[config.mk]
export PLATFORM = sky130hd
export DESIGN_NAME = pc_next_reg
export DESIGN_NICKNAME = d
export VERILOG_FILES = /design/src/rtl/pc_next_reg_pkg.sv /design/src/rtl/pc_next_reg_target_mux.sv /design/src/rtl/pc_next_reg.sv
export SDC_FILE = /design/constraint.sdc
export NUM_CORES = 1
export LEC_CHECK = 0
export CAP_MARGIN = 5
export CORE_MARGIN = 1.5
export CORE_UTILIZATION = 45
export CTS_CLUSTER_DIAMETER = 200
export DETAILED_ROUTE_END_ITERATION = 8
export GPL_ROUTABILITY_DRIVEN = 1
export GPL_TIMING_DRIVEN = 0
export PLACE_DENSITY = 0.81
export SLEW_MARGIN = 10
export SYNTH_ARGS = -nofsm -noshare
export SYNTH_HDL_FRONTEND = slang
export SYNTH_SLANG_ARGS = --single-unit
[constraint.sdc]
create_clock -name clk -period 6.57 [get_ports clk]
set_clock_uncertainty 0.05 [all_clocks]
set_input_delay 0.9855 -clock clk [delete_from_list [all_inputs] [get_ports clk]]
set_output_delay 0.9855 -clock clk [all_outputs]
set_load 0.01 [all_outputs]
[src/rtl/pc_next_reg_pkg.sv]
// Shared encodings for the next-PC path: pc_src selector values, sequencer
// states and the fetch increment, so PC control and this block agree.
package pc_next_reg_pkg;

    localparam logic [2:0] PCS_HOLD  = 3'b000;
    localparam logic [2:0] PCS_SEQ   = 3'b001;
    localparam logic [2:0] PCS_JREG  = 3'b010;
    localparam logic [2:0] PCS_BR    = 3'b011;
    localparam logic [2:0] PCS_JDISP = 3'b100;

    localparam int PC_INC = 2;

    typedef enum logic [1:0] {
        ST_RUN  = 2'd0,
        ST_HALT = 2'd1,
        ST_ERR  = 2'd2
    } pc_state_t;

endpackage

[src/rtl/pc_next_reg_target_mux.sv]
// Combinational next-PC candidate selection with legality and alignment
// checks; all adds wrap modulo 2^WIDTH.
module pc_target_mux
    import pc_next_reg_pkg::*;
#(
    parameter int WIDTH = 16
) (
    input  logic [WIDTH-1:0] pc,
    input  logic [2:0]       pc_src,
    input  logic [WIDTH-1:0] br_off,
    input  logic [WIDTH-1:0] jmp_off,
    input  logic [WIDTH-1:0] reg_tgt,
    output logic [WIDTH-1:0] pc_plus2,
    output logic [WIDTH-1:0] cand,
    output logic             illegal,
    output logic             misaligned,
    output logic             nonseq
);

    assign pc_plus2 = pc + WIDTH'(PC_INC);

    always_comb begin
        cand    = pc;
        illegal = 1'b0;
        nonseq  = 1'b0;
        case (pc_src)
            PCS_HOLD:  cand = pc;
            PCS_SEQ:   cand = pc_plus2;
            PCS_BR: begin
                cand   = pc_plus2 + br_off;
                nonseq = 1'b1;
            end
            PCS_JDISP: begin
                cand   = pc_plus2 + jmp_off;
                nonseq = 1'b1;
            end
            PCS_JREG: begin
                cand   = reg_tgt;
                nonseq = 1'b1;
            end
            default:   illegal = 1'b1;
        endcase
    end

    // An illegal selector has no meaningful candidate, so it never flags misalignment.
    assign misaligned = cand[0] & ~illegal;

endmodule

[src/rtl/pc_next_reg.sv]
// Architectural PC register with RUN/HALT/ERR sequencing, stall handling,
// a one-cycle redirect flag and a saturating committed-update counter.
module pc_next_reg
    import pc_next_reg_pkg::*;
#(
    parameter int              WIDTH    = 16,
    parameter logic [WIDTH-1:0] RESET_PC = '0,
    parameter int              CNT_W    = 16
) (
    input  logic             clk,
    input  logic             rst,
    input  logic [2:0]       pc_src,
    input  logic             valid,
    input  logic             stall,
    input  logic             halt_req,
    input  logic [WIDTH-1:0] br_off,
    input  logic [WIDTH-1:0] jmp_off,
    input  logic [WIDTH-1:0] reg_tgt,
    output logic [WIDTH-1:0] pc,
    output logic [WIDTH-1:0] pc_plus2,
    output logic             redirect,
    output logic             halted,
    output logic             err,
    output logic [CNT_W-1:0] upd_cnt
);

    pc_state_t        state, state_d;
    logic [WIDTH-1:0] cand, pc_d;
    logic             illegal, misaligned, nonseq;
    logic             redirect_d, commit;

    pc_target_mux #(.WIDTH(WIDTH)) u_mux (
        .pc         (pc),
        .pc_src     (pc_src),
        .br_off     (br_off),
        .jmp_off    (jmp_off),
        .reg_tgt    (reg_tgt),
        .pc_plus2   (pc_plus2),
        .cand       (cand),
        .illegal    (illegal),
        .misaligned (misaligned),
        .nonseq     (nonseq)
    );

    // Stall/invalid outrank halt, which outranks illegal selector and misalignment.
    always_comb begin
        state_d    = state;
        pc_d       = pc;
        redirect_d = 1'b0;
        commit     = 1'b0;
        case (state)
            ST_RUN: begin
                if (stall || !valid) begin
                    state_d = ST_RUN;
                end else if (halt_req) begin
                    state_d = ST_HALT;
                end else if (illegal || misaligned) begin
                    state_d = ST_ERR;
                end else begin
                    pc_d       = cand;
                    redirect_d = nonseq;
                    commit     = 1'b1;
                end
            end
            default: state_d = state;
        endcase
    end

    always_ff @(posedge clk or posedge rst) begin
        if (rst) begin
            state    <= ST_RUN;
            pc       <= RESET_PC;
            redirect <= 1'b0;
            upd_cnt  <= '0;
        end else begin
            state    <= state_d;
            pc       <= pc_d;
            redirect <= redirect_d;
            if (commit && (upd_cnt != '1)) begin
                upd_cnt <= upd_cnt + 1'b1;
            end
        end
    end

    assign halted = (state == ST_HALT);
    assign err    = (state == ST_ERR);

endmodule

Yosys cells after proc, flatten, opt, wreduce, memory -nomap -nowiden
Cells that the tools add are included.
- $add $sub $neg: 4
- equal/unequal tests: 7
- multiplexer cells: 14
- bitwise gates (word level): 4
- reductions and logical operators: 13
- operator list (kind ; number):
    one-hot mux 16 bit (4 select lines) ; 1
    adder 16 bit ; 2
    adder 16 x 1 -> 16 bit (second input constant) ; 1
    adder 16 x 2 -> 16 bit (second input constant) ; 1
    inequality test 16 bit (second input constant) ; 1
    2-to-1 mux 1 bit ; 10
    equality test 3 x 2 -> 1 bit (second input constant) ; 2
    2-to-1 mux 2 bit ; 3
    AND reduction 5 bit ; 1
    OR reduction 5 bit ; 1
    AND reduction 4 bit ; 1
    nonzero test 4 bit ; 1
    equality test 3 x 1 -> 1 bit (second input constant) ; 1
    equality test 3 bit (second input constant) ; 1
    logical NOT 3 bit ; 1
    NOT 1 bit ; 3
    nonzero test 3 bit ; 1
    OR reduction 3 bit ; 1
    equality test 2 x 1 -> 1 bit (second input constant) ; 1
    equality test 2 bit (second input constant) ; 1
    logical NOT 2 bit ; 1
    logical OR 1 bit ; 2
    AND reduction 2 bit ; 1
    bitwise AND 1 bit ; 1
    other kinds (2) ; 2
- flip-flop bits (word level): 35
- bits of input ports: 56
- output and inout port bits: 51
- word-level logic and storage cells: 47

Logic depth before layout (Yosys ltp)
- depth in word-level cells: 10
- mapped depth: 15
- gate-level depth less buffers: 13

Cells and area by module
From an unflattened synthesis, not the netlist that was laid out.
- cells, all modules: 395
- area total of the unflattened synthesis: 3300.7 sq um
- by module, submodules not included (module ; instances ; cells an instance ; area an instance (sq um) ; seq. area each (sq um)):
    pc_target_mux ; 1 ; 276 ; 1731.7 ; 0.0
    pc_next_reg ; 1 ; 119 ; 1569.0 ; 875.8

Worst setup path after synthesis
No wires, ideal clock.
- path type: input-to-reg
- start point: input port pc_src[1]
- end point: register pc[13]
- library setup time: 0.126 ns
- arrival time: 4.003 ns
- required time: 6.394 ns
- setup slack: 2.391 ns
- cell stages on the path: 13
- path buffers: 4
- cells stage by stage: buf_6 > or3b_1 > buf_6 > clkbuf_1 > clkbuf_1 > mux2_2 > ha_1 > o211a_1 > a221o_1 > o22ai_2 > o21ai_1 > xor2_1 > a311o_1
- cells in the longest elaborated chain, start to end: 6
- elaborated cells between the ends (all ways): 13
- those cells by class: eq/ne (4); mux (2); bitwise (2); reduce/logical (5)
- ends and longest elaborated chain (item ; line ; text):
    from (decl) ; pc_next_reg.sv:12 ; input logic [2:0] pc_src,
    equality test 3 x 2 -> 1 bit (tied with other cells) ; pc_next_reg_target_mux.sv:26 ; case (pc_src)
    one-hot mux 16 bit (4 select lines) / OR reduction 5 bit (equally long branches) ; - ;
    bitwise AND 1 bit / 2-to-1 mux 1 bit (equally long branches) ; pc_next_reg_target_mux.sv:46, pc_next_reg_target_mux.sv:26 ;
    logical OR 1 bit ; pc_next_reg.sv:57 ; end else if (illegal || misaligned) begin
    NOT 1 bit (no source line) ; - ;
    AND reduction 5 bit (no source line) ; - ;
    to (signal assigned) ; pc_next_reg.sv:77 ; pc <= pc_d;
    to (decl) ; pc_next_reg.sv:19 ; output logic [WIDTH-1:0] pc,
Several ways; a longest one is shown, not always the timed one.
A chain may end at the register's enable or synchronous reset.

Final worst setup path
- start point: input port pc_src[0]
- end point: register pc[13]
The elaborated chain is that of the path after synthesis.

==> summary.md <==
| Metric | Value |
|---|---|
| Status | complete, no violations |
| Iteration-0 DRC Markers | around 180 |
| Final setup fails | 0 |
| Vias | 3,147 |
| Startpoint Class | input pin |
| DR vias/cell | approximately 5.8 |
| Minimum clock period | around 5.1 ns |
| Post-synth ARST share | 100% |
| Diodes inserted | 0 |
| Period utilization | 77.0% |
| Cell variety after synth | 66 |
| CP Capture Type | register |
| Seq/Total Area, Yosys | between 20 and 30% |
| Post-layout nets | 538 |
| Flops & latches, synth | 35 |
| Total CTS buffers | 5 |
| FF-to-FF setup slack | ~3 ns |
| Maximum clock frequency | ~0.2 GHz |
| Post-synth top area cell | dfrtp_1 |
| LEAKAGE | 1.83 nW |
| Hold WC Path Type | reg -> reg |
| Vias in the first global route | ~3,100 |
| Ratio of cells with drive above 1 in the final layout | ~9.2% |
| Worst vdd ir | about 100 uV |
| Clock Pin Slew Worst Setup and Hold Paths | 0.08 ns |
| CP startpoint | pc_src[0] |
| 1st-pass router iterations | 4 |
| R2R Path End | pc[12]$_DFFE_PP0P_ |
| Avg Inst Size Synth | approximately 9 sq um |
| Wire length of the first global-routing pass | roughly 15,000 um |
| CTS Sinks | 35 |
| CTS tree | done |
| Cells on worst reg2reg path | 13 |
| H-tree depth | 2 |
| Clock Latency Late Sink | 0.30 ns |
| Fin Setup TNS | 0 ns |
| Synth-to-Final Area Change | 39.8% |
| Critical path arrival | around 5.2 ns |
| Routed wire length | between 9000 and 10,000 um |
| Post-CTS Hold Buffers | 0 |
| Post-synthesis cell area | 3110 sq um |
| Hpwl dp | between 7000 and 8000 um |
| Met2 usage | between 40% and 50% |
| Overall Global Routing Usage | approximately a quarter |
| RSZ-0062 raised after global routing | no |
| Post-CTS Setup Inserts | 0 |
| Yosys top cell area share | 28.1% |
| Mapped Nets | approximately 430 |
| Core box area | approximately 6800 sq um |
| Relative slew margins | roughly 49% |
| Post-synth EDFFs | 0 |
| Post-synth top flop | dfrtp_1 |
| Max-Cap Viols | 0 |
| Area contributors post-synth | dfrtp_1, ha_1, xnor2_1 |
| Clock buffer depth | 2 |
| CP Class | in -> reg |
| Final hold vios | 0 |
| Die ar. | about 7400 sq um |
| Reg2reg start | pc[1]$_DFFE_PP0P_ |
| Worst setup path end | pc[13]$_DFFE_PP0P_ |
| Die Wd | approximately 86 um |
| GR Util met1 | roughly a third |
| Row count | 30 |
| Commonest non-fill, non-tap cell in the layout | clkdlybuf4s50_1 |
| Worst EP required | 6.70 ns |
| Final Util | around 64% |
| DRC viols | 0 |
| Crit path max fanout | 10 |
| Io pins | roughly 110 |
| Post_cts resized | 0 |
| GRT busiest layer | met2 |
| Gpl congestion | between 0.8 and 0.9 |
| Slew @ Worst Pin | approximately 0.76 ns |
| Cell area power density | 197 nW/um^2 |
| Largest net degree at the start of global routing | 36 |
| Synth warn | 0 |
| WL per Instance | about 17 um |
| Overflow after GRT | 0 |
| Post-DRT Antenna Nets | 0 |
| PortBufs | 105 |
| Initial Utilization | 46.1% |
| Antenna violations before repair | 0 |
| Die extent in y | approximately 86 um |
| Clk root buf | clkbuf_8 |
| Total Power | ~0.00086 W |
| Met3 usage | approximately 5.5% |
| Cells after Synth | roughly 350 |
| Most frequent cells in the layout | clkdlybuf4s50_1, nand2_1, dfrtp_1 |
| Final Slew Violations | 0 |
-- how the worst min path moves through the flow --
stage | from | to | slack, ns | cells past startpoint
finish | upd_cnt[2]$_DFFE_PP0P_ | upd_cnt[2]$_DFFE_PP0P_ | 0.47 | 1
global route | upd_cnt[12]$_DFFE_PP0P_ | upd_cnt[12]$_DFFE_PP0P_ | 0.48 | 1
CTS | upd_cnt[2]$_DFFE_PP0P_ | upd_cnt[2]$_DFFE_PP0P_ | 0.46 | 1
detailed placement | upd_cnt[2]$_DFFE_PP0P_ | upd_cnt[2]$_DFFE_PP0P_ | 0.45 | 1
global placement | upd_cnt[12]$_DFFE_PP0P_ | upd_cnt[12]$_DFFE_PP0P_ | 0.43 | 1
floorplan | state[1]$_DFFE_PP0P_ | state[1]$_DFFE_PP0P_ | 0.45 | 1
-- worst max-delay path: stages --
cell	delay, ns
clkdlybuf4s50_1	0.53
or3b_1	0.14
buf_6	0.13
clkbuf_1	0.54
clkbuf_1	0.60
mux2_2	0.42
ha_1	0.39
a211o_1	0.32
a21oi_1	0.16
a21oi_1	0.16
o22ai_2	0.21
o21ai_1	0.09
xor2_1	0.16
a311o_1	0.36
-- final cells by class --
class / count / area (sq um)
fillers: 548 / 2400
multi-input cells: 292 / 2120
repair buffers: 105 / 1050
flip-flops and latches: 35 / 876
well taps: 80 / 100
plain buffers: 14 / 72.6
clock buffers: 5 / 68.8
inverters: 11 / 41.3
clock inverters: 3 / 20.0
-- stage by stage --
step / cell area [sq um] / setup slack, ns / hold WS (ns) / std cells
after floorplan: 3110 / 2.39 / 0.453 / 352
after global placement: 4260 / 1.22 / 0.428 / 537
after detailed placement: 4260 / 1.18 / 0.454 / 537
after CTS: 4350 / 1.50 / 0.464 / 545
after global routing: 4350 / 1.30 / 0.479 / 545
final: 4350 / 1.51 / 0.467 / 545
-- sequential cells by signal, indices dropped and copies added (netlist names) --
register  flops
upd_cnt      16
pc           16
redirect      1
state         2
-- cells in the mapped netlist, types with 4 or more instances --
master / n
ha_1: 17
o21a_1: 7
xnor2_1: 21
a21o_1: 6
a21oi_1: 20
clkbuf_1: 10
nor3_1: 6
nand4_1: 6
a22oi_1: 5
and2_1: 6
nand3_1: 4
dfrtp_1: 35
a222oi_1: 5
nor2_1: 24
nand2_1: 39
inv_1: 11
o21ai_0: 7
a211oi_1: 5
and3_1: 7
a31oi_1: 7
nor2b_1: 5
xor2_1: 18
o21ai_1: 10
mux2_2: 14
-- power by group --
| part | internal [W] | total [W] | switching (W) | leakage (nW) |
|---|---|---|---|---|
| registers | 0.000238 | 0.000282 | 0.0000433 | 0.466 |
| clock network | 0.0000738 | 0.000162 | 0.0000880 | 0.0402 |
| logic | 0.000220 | 0.000416 | 0.000196 | 1.33 |
| total | 0.000532 | 0.000859 | 0.000327 | 1.83 |
-- logic make-up after synthesis --
kind of cell,synth area share [%]
compound gates,22.8
xor+xnor,11.5
fa+ha+maj,7.48
buf+inv,3.66
flops,28.1
mux,6.95
simple gates,19.5
-- per-layer routing --
layer	part of all wire [%]	up-vias
li1	-	1520
met1	42	1484
met2	49	130
met3	7.3	13
met4	1.4	0
met5	0	-
Power figures use the tool's default switching activity.
